$ cat src/rtl/ad7606_pkg.sv
// Shared types and constants for the AD7606 parallel-interface emulator.
package ad7606_pkg;

  typedef enum logic [1:0] {
    IDLE     = 2'd0,
    RST_HOLD = 2'd1,
    CONV     = 2'd2,
    READY    = 2'd3
  } state_e;

  localparam int unsigned NUM_CH      = 8;
  localparam int unsigned NUM_WORDS   = 16;
  localparam int unsigned SAMPLE_W    = 18;
  localparam int unsigned CH_W        = 3;
  localparam int unsigned IDX_W       = 5;
  localparam int unsigned WORD_W      = 16;
  localparam int unsigned FRAME_CNT_W = 15;
  localparam int unsigned OS_W        = 3;

  // os code 7 is reserved on the real part and behaves like no oversampling
  localparam logic [OS_W-1:0] OS_NONE_CODE = 3'd7;

  typedef logic [NUM_CH-1:0][SAMPLE_W-1:0] frame_t;

  function automatic logic [OS_W-1:0] os_eff(input logic [OS_W-1:0] os);
    return (os == OS_NONE_CODE) ? OS_W'(0) : os;
  endfunction

endpackage

$ cat src/rtl/ad7606_emu_wordmux.sv
// Combinational mapping of (frame, read index) to the 16-bit parallel word.
module ad7606_emu_wordmux
  import ad7606_pkg::*;
(
  input  frame_t            frame,
  input  logic [IDX_W-1:0]  idx,
  output logic [WORD_W-1:0] word_c
);

  logic [CH_W-1:0]     ch;
  logic [SAMPLE_W-1:0] smp;

  // Even words carry sample MSBs, odd words the 2 LSBs plus channel tag
  always_comb begin
    word_c = '0;
    ch     = idx[3:1];
    smp    = frame[ch];
    if (idx < IDX_W'(NUM_WORDS)) begin
      if (idx[0]) word_c = {smp[1:0], 1'b0, ch, 10'b0};
      else        word_c = smp[17:2];
    end
  end

endmodule

$ cat src/rtl/ad7606_emu.sv
// AD7606 emulator: convst-driven conversion timing, frame latch and readout.
module ad7606_emu
  import ad7606_pkg::*;
#(
  parameter int unsigned         BUSY_CYCLES = 40,
  parameter logic [SAMPLE_W-1:0] FIX_DEF     = 18'h00000
) (
  input  logic                clk,
  input  logic                rst,
  input  logic                ad_convstab,
  input  logic                ad_cs,
  input  logic                ad_rd,
  input  logic                ad_reset,
  input  logic [OS_W-1:0]     ad_os,
  input  logic                pat_sel,
  input  logic [SAMPLE_W-1:0] fix_val,
  output logic [WORD_W-1:0]   ad_data,
  output logic                ad_busy,
  output logic                first_data,
  output logic                err_overrun
);

  // Longest conversion is BUSY_CYCLES << 6
  localparam int unsigned CNT_W = $clog2(BUSY_CYCLES * 64 + 1);

  state_e                 state_q, state_d;
  logic                   convst_q, convst_d;
  logic                   rd_q, rd_d;
  logic [CNT_W-1:0]       cnt_q, cnt_d;
  logic [FRAME_CNT_W-1:0] frame_cnt_q, frame_cnt_d;
  logic [IDX_W-1:0]       idx_q, idx_d;
  frame_t                 frame_q, frame_d;
  logic [WORD_W-1:0]      hold_q, hold_d;
  logic [WORD_W-1:0]      data_q, data_d;
  logic                   pres0_q, pres0_d;
  logic                   first_q, first_d;
  logic                   busy_q, busy_d;
  logic                   err_q, err_d;
  logic [SAMPLE_W-1:0]    fix_cap_q, fix_cap_d;

  logic                   convst_edge;
  logic                   rd_fall;
  logic [CNT_W-1:0]       conv_len;
  logic [WORD_W-1:0]      word_c;

  ad7606_emu_wordmux u_wordmux (
    .frame  (frame_q),
    .idx    (idx_q),
    .word_c (word_c)
  );

  // Next-state: edge detection, conversion sequencing, readout, device reset
  always_comb begin
    state_d     = state_q;
    convst_d    = ad_convstab;
    rd_d        = ad_rd;
    cnt_d       = cnt_q;
    frame_cnt_d = frame_cnt_q;
    idx_d       = idx_q;
    frame_d     = frame_q;
    hold_d      = hold_q;
    pres0_d     = pres0_q;
    busy_d      = busy_q;
    err_d       = err_q;
    fix_cap_d   = fix_cap_q;

    convst_edge = ad_convstab & ~convst_q;
    rd_fall     = rd_q & ~ad_rd & ~ad_cs;
    conv_len    = CNT_W'(BUSY_CYCLES) << os_eff(ad_os);

    if (rd_fall) begin
      hold_d  = word_c;
      pres0_d = (idx_q == '0);
      if (idx_q < IDX_W'(NUM_WORDS)) idx_d = idx_q + IDX_W'(1);
    end

    case (state_q)
      IDLE, READY: begin
        if (convst_edge) begin
          state_d = CONV;
          busy_d  = 1'b1;
          idx_d   = '0;
          cnt_d   = conv_len - CNT_W'(1);
        end
      end
      CONV: begin
        if (convst_edge) err_d = 1'b1;
        if (cnt_q == '0) begin
          fix_cap_d = fix_val;
          for (int unsigned k = 0; k < NUM_CH; k++) begin
            frame_d[k] = pat_sel ? fix_val : {CH_W'(k), frame_cnt_q};
          end
          frame_cnt_d = frame_cnt_q + FRAME_CNT_W'(1);
          busy_d      = 1'b0;
          state_d     = READY;
        end else begin
          cnt_d = cnt_q - CNT_W'(1);
        end
      end
      RST_HOLD: state_d = IDLE;
      default:  state_d = IDLE;
    endcase

    if (ad_reset) begin
      state_d     = RST_HOLD;
      convst_d    = 1'b0;
      rd_d        = 1'b0;
      cnt_d       = '0;
      frame_cnt_d = '0;
      idx_d       = '0;
      frame_d     = '0;
      hold_d      = '0;
      pres0_d     = 1'b0;
      busy_d      = 1'b0;
      err_d       = 1'b0;
      fix_cap_d   = FIX_DEF;
    end

    data_d  = ad_cs ? '0 : hold_d;
    first_d = ~ad_cs & pres0_d;
  end

  // State and output registers with synchronous reset
  always_ff @(posedge clk) begin
    if (rst) begin
      state_q     <= IDLE;
      convst_q    <= 1'b0;
      rd_q        <= 1'b0;
      cnt_q       <= '0;
      frame_cnt_q <= '0;
      idx_q       <= '0;
      frame_q     <= '0;
      hold_q      <= '0;
      data_q      <= '0;
      pres0_q     <= 1'b0;
      first_q     <= 1'b0;
      busy_q      <= 1'b0;
      err_q       <= 1'b0;
      fix_cap_q   <= FIX_DEF;
    end else begin
      state_q     <= state_d;
      convst_q    <= convst_d;
      rd_q        <= rd_d;
      cnt_q       <= cnt_d;
      frame_cnt_q <= frame_cnt_d;
      idx_q       <= idx_d;
      frame_q     <= frame_d;
      hold_q      <= hold_d;
      data_q      <= data_d;
      pres0_q     <= pres0_d;
      first_q     <= first_d;
      busy_q      <= busy_d;
      err_q       <= err_d;
      fix_cap_q   <= fix_cap_d;
    end
  end

  assign ad_data     = data_q;
  assign ad_busy     = busy_q;
  assign first_data  = first_q;
  assign err_overrun = err_q;

endmodule

$ cat config.mk
export PLATFORM = sky130hd
export DESIGN_NAME = ad7606_emu
export DESIGN_NICKNAME = d
export VERILOG_FILES = /design/src/rtl/ad7606_pkg.sv /design/src/rtl/ad7606_emu_wordmux.sv /design/src/rtl/ad7606_emu.sv
export SDC_FILE = /design/constraint.sdc
export NUM_CORES = 1
export LEC_CHECK = 0
export ABC_AREA = 1
export BUFFER_PORTS_ARGS = -buffer_cell sky130_fd_sc_hd__buf_2
export CORE_UTILIZATION = 53
export CTS_CLUSTER_SIZE = 8
export DETAILED_ROUTE_END_ITERATION = 6
export PLACE_DENSITY_LB_ADDON = 0.25
export SLEW_MARGIN = 20
export SYNTH_ARGS = -nofsm -noshare
export SYNTH_HDL_FRONTEND = slang
export SYNTH_SLANG_ARGS = --single-unit
$ cat constraint.sdc
create_clock -name clk -period 1.68 [get_ports clk]
set_input_delay 0.252 -clock clk [delete_from_list [all_inputs] [get_ports clk]]
set_output_delay 0.252 -clock clk [all_outputs]
set_load 0.005 [all_outputs]
==> impl_metrics.py <==
metrics = {
    "run_status": {
        "outcome": "finished with violations",
        "violations": "negative setup slack",
    },
    "synthesis": {
        "yosysWarningCount": 0,
        "synth.area.top_cells": "dfxtp_1, nand2_1, nor2_1, o21ai_0, a21oi_1",
        "synthesis.area_um2": 4249,
        "netlist_instances": 593,
        "syn_nets": 627,
        "synth_top_area_cell": "dfxtp_1",
        "synth_top_area_share_pct": 43.82,
        "ys_ff_latch": 93,
        "synth_cell_types": 41,
        "syn_area_per_cell_um2": 7.165,
        "yosysSeqAreaShare_pct": 43.82,
    },
    "floorplan": {
        "fp.dieW_um": 91.54,
        "die_h_um": 91.54,
        "fp.coreArea_um2": 7727,
        "initial_core_util_pct": 54.99,
        "fp-row-count": 32,
        "num_io_pins": 47,
        "die_area_um2": 8380,
    },
    "sta": {
        "hold_viol_final": 0,
        "drv_slew": 0,
        "post-route-min-period_ns": 1.763,
        "timing.final.crit_share_pct": 105.0,
        "fmax_ghz": 0.5671,
        "relSlewSlack_pct": 69.25,
        "fin_skew_ns": 0.005226,
        "tightest_slew_ns": 0.4612,
        "setup_viol": 6,
        "rsz0062_at_grt": "yes",
        "fin_ws_ns": -0.08323,
    },
    "placed_design": {
        "gp_congestion": 0.9433,
        "dp_hpwl_um": 7045,
        "preCtsSetupSlack_ns": -0.1842,
        "placed_cell_area_um2": 4732,
        "io_buffer_count": 46,
    },
    "critical_path": {
        "rr_worst_depth": 11,
        "worstPathRequired_ns": 1.95,
        "path_max_fanout": 5,
        "reg2reg_to": "cnt_q[9]",
        "worst-r2r-setup-slack_ns": -0.08,
        "end_kind": "flip-flop",
        "criticalPathCategory": "reg -> reg",
        "r2r_start": "state_q[0]",
        "start_kind": "flip-flop",
        "crit_arrival_ns": 2.03,
    },
    "hold_path": {
        "min_path_cells": 3,
        "hp-start": "ad_convstab",
        "hp-class": "in -> reg",
        "holdPathEnd": "convst_q",
    },
    "flow_run": {
        "maxCapViolCount": 0,
    },
    "global_route": {
        "grt_max_degree": 44,
        "antenna_found_initial": 0,
        "grt_pass1_vias": 3818,
        "grt_pass1_wl_um": 16830,
        "grtUsageTotal_pct": 25.09,
        "gr-total-overflow": 0,
    },
    "final_layout": {
        "drive_above_1_share_pct": 23.12,
        "n_antenna_cell": 0,
        "final_cell_mix": "nand2_1, dfxtp_1, nor2_1",
        "area_growth_pct": 24.29,
        "layout_commonest_cell": "nand2_1",
        "final_area_um2": 5281,
        "nNetsFinal": 695,
    },
    "clocking": {
        "cts.sinks": 93,
        "clock_latency_ns": 0.37,
        "hold_buffers": 0,
        "h-tree-depth": 3,
        "path_clk_slew_ns": 0.10,
        "tritoncts": "done",
        "clock-root-buffer": "clkbuf_8",
        "cts_buffers": 9,
        "clk_path_buf_depth": 2,
    },
    "route": {
        "drtAntennaViolNets": 0,
        "drt_iter0_markers": 219,
        "firstDrtPassIters": 7,
        "vias_per_cell": 5.340,
        "wl_per_cell_um": 13.75,
        "route.detailed.drc": 0,
        "vias": 4101,
        "routed_wl_um": 10560,
    },
    "power_and_ir_drop": {
        "ir_drop_mv": 0.4563,
        "power_density_nw_per_um2": 900.6,
        "p_leak_nw": 2.144,
    },
}
-- logic make-up after synthesis --
group | count (synthesis) | share of synthesized area, %
compound gates | 132 | 16.96
buf+inv | 93 | 8.716
simple gates | 258 | 26.47
xor+xnor | 11 | 2.268
flops | 93 | 43.82
fa+ha+maj | 6 | 1.767
-- metal layers --
| layer | share of wire (%) | track usage (%) |
|---|---|---|
| met1 | 43 | 30.88 |
| met2 | 49 | 43.23 |
| met3 | 4.6 | 4.104 |
| met4 | 2.7 | 10.45 |
| met5 | 0 | 0 |
-- power by group --
| part | internal (mW) | total [mW] | switching, mW |
|---|---|---|---|
| registers | 2.26 | 2.32 | 0.0535 |
| logic | 0.393 | 0.981 | 0.588 |
| clock network | 0.575 | 1.46 | 0.885 |
| total | 3.23 | 4.76 | 1.53 |
-- critical path, stage by stage (launching register included) --
cell and delay [ns]:
dfxtp_2 0.35, inv_2 0.05, ha_4 0.18, buf_12 0.15, nand2_8 0.08, nand2_4 0.06, nor2_4 0.10, nand3_2 0.12
nor2_4 0.21, nand3_2 0.13, o21ai_2 0.14, a21oi_1 0.07
-- cell usage after synthesis --
master and count:
a32o_1 2, nand4_1 7, nand2_1 111, o221ai_1 1, o22ai_1 1, o41ai_1 1, clkbuf_1 16, dfxtp_1 93
o211ai_1 2, a31oi_1 6, a211oi_1 4, nor3b_1 2, buf_2 5, inv_1 63, o21ai_1 3, o22ai_2 1
o31ai_1 1, xor2_1 9, ha_1 6, nor2_4 1, o21ai_0 54, a21oi_2 1, or2_2 1, a22oi_1 1
a21boi_0 1, buf_4 2, nor2_1 73, inv_2 3, nor3_1 23, nor2_2 4, or2_1 1, xnor2_1 2
nand2_2 2, nand3b_1 1, buf_1 1, nand3_1 28, a21oi_1 53, nand3_2 3, clkinv_1 2, buf_6 1
nor4_4 1
-- per-stage QoR --
stage / hold slack, ns / cells / power, mW / setup TNS, ns / util, %
finish: 0.1149 / 768 / 4.756 / -0.2057 / 68.35
global route: 0.1076 / 768 / 4.969 / -1.419 / 68.35
CTS: 0.1087 / 762 / 4.579 / 0 / 64.80
detailed placement: 0.4394 / 743 / 3.111 / -0.9213 / 61.24
global placement: 0.4349 / 743 / 3.088 / -0.1984 / 61.24
floorplan: 0.3313 / 593 / 2.838 / 0 / -
-- sequential cells by signal, summed over array words and instances, names as in the netlist --
| name | flops |
|---|---|
| pres0_q | 1 |
| idx_q | 5 |
| ad_data | 16 |
| err_overrun | 1 |
| frame_q | 21 |
| rd_q | 1 |
| first_data | 1 |
| state_q | 2 |
| convst_q | 1 |
| cnt_q | 12 |
| ad_busy | 1 |
| frame_cnt_q | 15 |
| hold_q | 16 |
-- worst max path at each step --
stage          startpoint    endpoint  slack (ns)  cells past startpoint
5_1_grt        state_q[0]  state_q[1]       -0.16                      7
3_5_place_dp   state_q[0]    cnt_q[9]       -0.18                     11
4_1_cts        state_q[0]    cnt_q[7]        0.02                     13
3_3_place_gp   state_q[0]    cnt_q[9]       -0.06                     11
6_report       state_q[0]    cnt_q[9]       -0.08                     11
2_1_floorplan  state_q[0]    cnt_q[6]        0.02                     11
-- final cells by class --
cell class,instances,area (µm²)
inverters,68,260.3
clock buffers,9,123.9
repair buffers,82,574.3
well taps,102,127.6
multi-input cells,407,2261
flip-flops and latches,93,1864
fillers,647,2446
clock inverters,7,70.07
-- repair_timing --
action	4_1_cts	5_1_grt
hold endpoints to repair	0	0
buffers inserted	3	5
resized for setup	17	61
endpoints found under the setup margin	10	42
cloned	0	1
pin swaps	5	13
Power figures use the tool's default switching activity.
